`src/rtl/fsel_pkg.sv`:
```
// fsel_pkg: shared FSM state encoding and mode-count limit for the function selector
package fsel_pkg;
  typedef enum logic [1:0] {ACTIVE = 2'b00, BLANK = 2'b01, ARM = 2'b10} state_e;
  localparam int MAX_MODES = 16;
endpackage

```
`src/rtl/fsel_edge_detect.sv`:
```
// fsel_edge_detect: rising-edge detector (clk, rst, level_i -> rise_o); history resets high so a held input never fires after reset
module fsel_edge_detect (
  input  logic clk,
  input  logic rst,
  input  logic level_i,
  output logic rise_o
);
  logic hist_q;
  always_ff @(posedge clk)
    hist_q <= rst ? 1'b1 : level_i;
  assign rise_o = level_i & ~hist_q;
endmodule

```
`src/rtl/function_selector.sv`:
```
// function_selector: button-stepped mode selector routing pulse_x_in/pulse_y_in[mode] to pulse_x/pulse_y with blank+re-arm on switch; drives leds, mode, switching
module function_selector
  import fsel_pkg::*;
#(
  parameter int                   N_MODES      = 4,
  parameter int                   MODE_W       = $clog2(N_MODES),
  parameter int                   DEFAULT_MODE = 0,
  parameter int                   BLANK_CYCLES = 1000,
  parameter logic [MAX_MODES-1:0] Y_MASK       = 16'h0004
) (
  input  logic               sysclk,
  input  logic               reset,
  input  logic               bt_next,
  input  logic               bt_prev,
  input  logic [N_MODES-1:0] pulse_x_in,
  input  logic [N_MODES-1:0] pulse_y_in,
  output logic               pulse_x,
  output logic               pulse_y,
  output logic [N_MODES-1:0] leds,
  output logic [MODE_W-1:0]  mode,
  output logic               switching
);
  localparam int CW = BLANK_CYCLES < 2 ? 1 : $clog2(BLANK_CYCLES + 1);
  localparam logic [CW-1:0] CNT_INIT = CW'(BLANK_CYCLES > 0 ? BLANK_CYCLES - 1 : 0);
  localparam logic [MODE_W-1:0] LAST = MODE_W'(N_MODES - 1);
  localparam logic [MODE_W-1:0] DEF = MODE_W'(DEFAULT_MODE);
  state_e              state_q;
  logic [MODE_W-1:0]   mode_q, mode_d;
  logic [N_MODES-1:0]  leds_q;
  logic [CW-1:0]       cnt_q;
  logic                px_q, py_q, sw_q;
  logic                rise_n, rise_p, step, px_sel, py_sel;
  fsel_edge_detect u_next (.clk(sysclk), .rst(reset), .level_i(bt_next), .rise_o(rise_n));
  fsel_edge_detect u_prev (.clk(sysclk), .rst(reset), .level_i(bt_prev), .rise_o(rise_p));
  always_comb begin
    step   = rise_n ^ rise_p;
    mode_d = rise_n ? (mode_q == LAST ? '0 : mode_q + 1'b1)
                    : (mode_q == '0 ? LAST : mode_q - 1'b1);
    px_sel = pulse_x_in[mode_q];
    py_sel = Y_MASK[mode_q] & pulse_y_in[mode_q];
  end
  always_ff @(posedge sysclk) begin
    if (reset) begin
      state_q <= ACTIVE;
      mode_q  <= DEF;
      leds_q  <= N_MODES'(1) << DEFAULT_MODE;
      cnt_q   <= '0;
      px_q    <= 1'b0;
      py_q    <= 1'b0;
      sw_q    <= 1'b0;
    end else begin
      case (state_q)
        ACTIVE: begin
          px_q <= px_sel;
          py_q <= py_sel;
          if (step) begin
            mode_q  <= mode_d;
            leds_q  <= N_MODES'(1) << mode_d;
            state_q <= BLANK_CYCLES == 0 ? ARM : BLANK;
            cnt_q   <= CNT_INIT;
            sw_q    <= 1'b1;
          end
        end
        BLANK: begin
          px_q <= 1'b0;
          py_q <= 1'b0;
          if (cnt_q == '0) state_q <= ARM;
          else cnt_q <= cnt_q - 1'b1;
        end
        ARM: begin
          px_q <= 1'b0;
          py_q <= 1'b0;
          if (!px_sel) begin
            state_q <= ACTIVE;
            sw_q    <= 1'b0;
          end
        end
        default: begin
          state_q <= ACTIVE;
          px_q    <= 1'b0;
          py_q    <= 1'b0;
          sw_q    <= 1'b0;
        end
      endcase
    end
  end
  assign pulse_x   = px_q;
  assign pulse_y   = py_q;
  assign leds      = leds_q;
  assign mode      = mode_q;
  assign switching = sw_q;
endmodule
```
`config.mk`:
```
export PLATFORM = sky130hd
export DESIGN_NAME = function_selector
export DESIGN_NICKNAME = d
export VERILOG_FILES = /design/src/rtl/fsel_pkg.sv /design/src/rtl/fsel_edge_detect.sv /design/src/rtl/function_selector.sv
export SDC_FILE = /design/constraint.sdc
export NUM_CORES = 1
export LEC_CHECK = 0
export CORE_MARGIN = 2
export CORE_UTILIZATION = 33
export CTS_CLUSTER_DIAMETER = 120
export CTS_CLUSTER_SIZE = 25
export DETAILED_ROUTE_END_ITERATION = 10
export MAX_ROUTING_LAYER = met4
export SETUP_SLACK_MARGIN = 0.1
export SLEW_MARGIN = 20
export SYNTH_ARGS = -nofsm -noshare
export SYNTH_HDL_FRONTEND = slang
export SYNTH_SLANG_ARGS = --single-unit
```
`constraint.sdc`:
```
create_clock -name sysclk -period 3.2 [get_ports sysclk]
set_input_delay 0.48 -clock sysclk [delete_from_list [all_inputs] [get_ports sysclk]]
set_output_delay 0.48 -clock sysclk [all_outputs]
set_load 0.02 [all_outputs]
```
==> results.py <==
metrics = {
    "logic_synthesis": {
        "netlist_area_mm2": 0.00119,
        "number_of_synthesized_register_bits": 23,
        "count_of_flip_flops_with_a_built_in_enable_after_synthesis": 0,
        "postSynthNetCount": 139,
        "synth_top_flop_cell": "sky130_fd_sc_hd__dfxtp_1",
        "avgSynthCellArea_um2": 9.69,
        "netlist-cell-type-count": 46,
        "yosysSeqAreaShare_pct": 38.6,
        "async_reset_ff_share_pct": 0,
        "yosys_warnings": 0,
        "synthCells": 123,
    },
    "timing": {
        "totalNegativeSetupSlack_ps": 0,
        "slew_headroom_pct": 50.6,
        "hold_viol_final": 0,
        "tightest_slew_ps": 738,
        "clock-skew-final_ps": 1.30,
        "layout_worst_path_cycle_share_pct": 62.1,
        "clock.fmax_mhz": 503,
        "finalMaxSlewViolations": 0,
        "setup_viols_final": 0,
        "rsz0062_at_grt": "false",
        "post-route-min-period_ps": 1990,
    },
    "die": {
        "width_of_the_chip_um": 64.1,
        "die_h_um": 64.1,
        "ioPinCount": 21,
        "die_area_mm2": 0.00411,
        "coreArea_mm2": 0.00342,
        "num_rows": 21,
        "initial_core_utilization_pct": 34.9,
    },
    "pwr": {
        "ir_worst_vdd_mv": 0.258,
        "seqPwrFrac_pct": 48.6,
        "p_comb_share_pct": 33.1,
        "p_switching_uw": 252,
        "internal-power_uw": 479,
        "pd_cells_mw_per_mm2": 499,
        "power.share.clock_pct": 18.2,
        "p_leak_nw": 0.508,
        "power_switching_share_pct": 34.5,
    },
    "final_layout": {
        "n_antenna_cell": 0,
        "area_growth_syn_to_layout_pct": 22.9,
        "leading_cell_type_in_the_layout_fill_and_taps_excluded": "sky130_fd_sc_hd__dfxtp_1",
        "finalNetCount": 161,
        "layout_fillers": 338,
        "layout.cells.most_common_list": "23 x sky130_fd_sc_hd__dfxtp_1, 20 x sky130_fd_sc_hd__clkdlybuf4s50_1, 9 x sky130_fd_sc_hd__a21oi_1, 7 x sky130_fd_sc_hd__inv_1, 6 x sky130_fd_sc_hd__nor3_1",
        "stdcell_area_mm2": 0.00147,
        "drive_gt1_share_pct": 12.5,
    },
    "detailed_routing": {
        "vias": 1013,
        "detail_route.first_pass.iterations": 4,
        "vias_per_cell": 5.33,
        "drt-wirelength-per-cell_um": 14.3,
        "drc_errors": 0,
        "final_antenna_net_count": 0,
        "detail_route.wirelength_um": 2720,
        "drt_iter0_drc": 37,
    },
    "placed_design": {
        "detailedPlacementHpwl_um": 2010,
        "placed_area_mm2": 0.00144,
        "io_buffers": 20,
        "routability_congestion": 0.766,
    },
    "clock_tree": {
        "tritoncts_num_sinks": 23,
        "postCtsResizedCells": 0,
        "cts_made_buffers": 3,
        "cts_buffer_depth": 2,
        "tritoncts_clock_tree": "built",
        "h-tree-depth": 1,
        "insertion_delay_ps": 310,
        "number_of_buffers_inserted_for_hold_repair_after_clock_tree_synthesis": 0,
        "path_clk_slew_ps": 120,
        "postCtsSetupBuffers": 0,
        "clk_root_buffer_cell": "sky130_fd_sc_hd__clkbuf_4",
    },
    "setup_path": {
        "cpMaxStageDelayCell": "sky130_fd_sc_hd__clkdlybuf4s50_1",
        "cp_cell_sequence": "clkdlybuf4s50_1",
        "crit_family": "buffers and inverters",
        "critical_path.startpoint_type": "flip-flop",
        "cp.buffers_inverters": 1,
        "crit_path_end_kind": "output port",
        "endpoint_arrival_time_on_the_critical_path_ps": 1510,
        "critical_path_class": "flip-flop to output port",
        "cpPeakStageDelay_ps": 670,
        "critical_path_peak_fanout": 6,
        "crit_required_ps": 2720,
    },
    "global_route": {
        "grt.overflow.total": 0,
        "groute.layer.met3.usage_pct": 4.75,
        "track_usage_pct": 14.6,
        "antenna_found_initial": 0,
        "grt_start_max_net_pins": 22,
        "groute.layer.met1.usage_pct": 20.5,
        "busiest_layer": "met2",
        "grt_first_pass_wirelength_um": 4630,
        "grt.met2_usage_pct": 21.0,
        "grt_pass1_vias": 979,
    },
    "outcome": {
        "status": "finished clean",
    },
    "flow_run": {
        "number_of_maximum_capacitance_violations": 0,
    },
    "hold_path": {
        "hold_path_class": "flip-flop to flip-flop",
    },
}
[synthesized netlist by cell type, types with 3 or more instances]
library cell,count,share of area (%)
sky130_fd_sc_hd__o2111ai_1,3,2.2
sky130_fd_sc_hd__dfxtp_1,23,39
sky130_fd_sc_hd__and3_1,3,1.6
sky130_fd_sc_hd__a31oi_1,4,2.1
sky130_fd_sc_hd__clkbuf_1,3,0.94
sky130_fd_sc_hd__nor2_1,4,1.3
sky130_fd_sc_hd__nand3_1,3,1.3
sky130_fd_sc_hd__xnor2_1,5,3.7
sky130_fd_sc_hd__ha_1,4,4.2
sky130_fd_sc_hd__nor3_1,6,2.5
sky130_fd_sc_hd__a21oi_1,9,3.8
sky130_fd_sc_hd__o21ai_0,4,1.7
sky130_fd_sc_hd__or2_2,4,2.1
sky130_fd_sc_hd__inv_1,7,2.2
[layout make-up]
cell class | count | area [um2] | share of cell area (%)
clock buffer | 4 | 26.3 | 1.79
inverter | 7 | 26.3 | 1.79
multi-input combinational | 90 | 694 | 47.4
sequential | 23 | 460 | 31.4
tap | 46 | 57.6 | 3.93
timing repair buffer | 20 | 200 | 13.7
[layer usage]
layer  up-vias  share of wire, %
li1        511                 -
met3         2               5.7
met4         0              0.66
met5         -                 0
met1       473                50
met2        27                44
[worst reg2reg max path, stage by stage, from the launching register on]
cell	delay, ps
sky130_fd_sc_hd__dfxtp_1	370
sky130_fd_sc_hd__inv_1	90
sky130_fd_sc_hd__ha_1	210
sky130_fd_sc_hd__nor3b_2	270
sky130_fd_sc_hd__nand4_1	240
sky130_fd_sc_hd__or4_1	460
sky130_fd_sc_hd__a31oi_1	170
[through the flow]
step	util [%]	instances	total power, mW	worst slack [ps]	hold slack (ps)
floorplan	-	123	0.529	1570	491
global placement	42.1	186	0.599	1050	468
detailed placement	42.1	186	0.602	985	468
CTS	42.9	190	0.735	1180	483
global route	42.9	190	0.781	1120	521
finish	42.9	190	0.731	1210	485
[registers in the layout, summed over array words and instances (netlist names)]
| register | count |
|---|---|
| u_next.hist_q | 1 |
| state_q | 2 |
| pulse_x | 1 |
| pulse_y | 1 |
| cnt_q | 10 |
| u_prev.hist_q | 1 |
| leds | 4 |
| mode | 2 |
| switching | 1 |
[path summary, 6_finish.rpt]
| kind | start | end | slack [ps] | depth (start not counted) |
|---|---|---|---|---|
| min | leds[1] | leds[1] | 480 | 2 |
| min reg2reg | leds[1] | leds[1] | 480 | 2 |
| max reg2reg | cnt_q[0] | cnt_q[8] | 1320 | 6 |
| max | mode[0] | mode[0] | 1210 | 1 |
[power groups by stage]
stage	clock [mW]	sequential (mW)	combinational [mW]
floorplan	0	0.364	0.166
detailed placement	0	0.361	0.241
global placement	0	0.360	0.239
global route	0.151	0.362	0.268
finish	0.133	0.355	0.242
CTS	0.137	0.355	0.243
[cell families (layout without fill, tap and decap cells)]
logic type,Yosys count,after routing,synth area share (%)
AO/OA/AOI/OAI,36,36,23.0
XOR/XNOR,7,7,5.77
adder cells (fa/ha/maj),4,4,4.20
buffers and inverters,10,31,3.15
flip-flops,23,23,38.6
multiplexers,2,2,3.78
AND/OR/NAND/NOR,41,41,21.5
No activity file was read; power rests on OpenSTA's default activity.
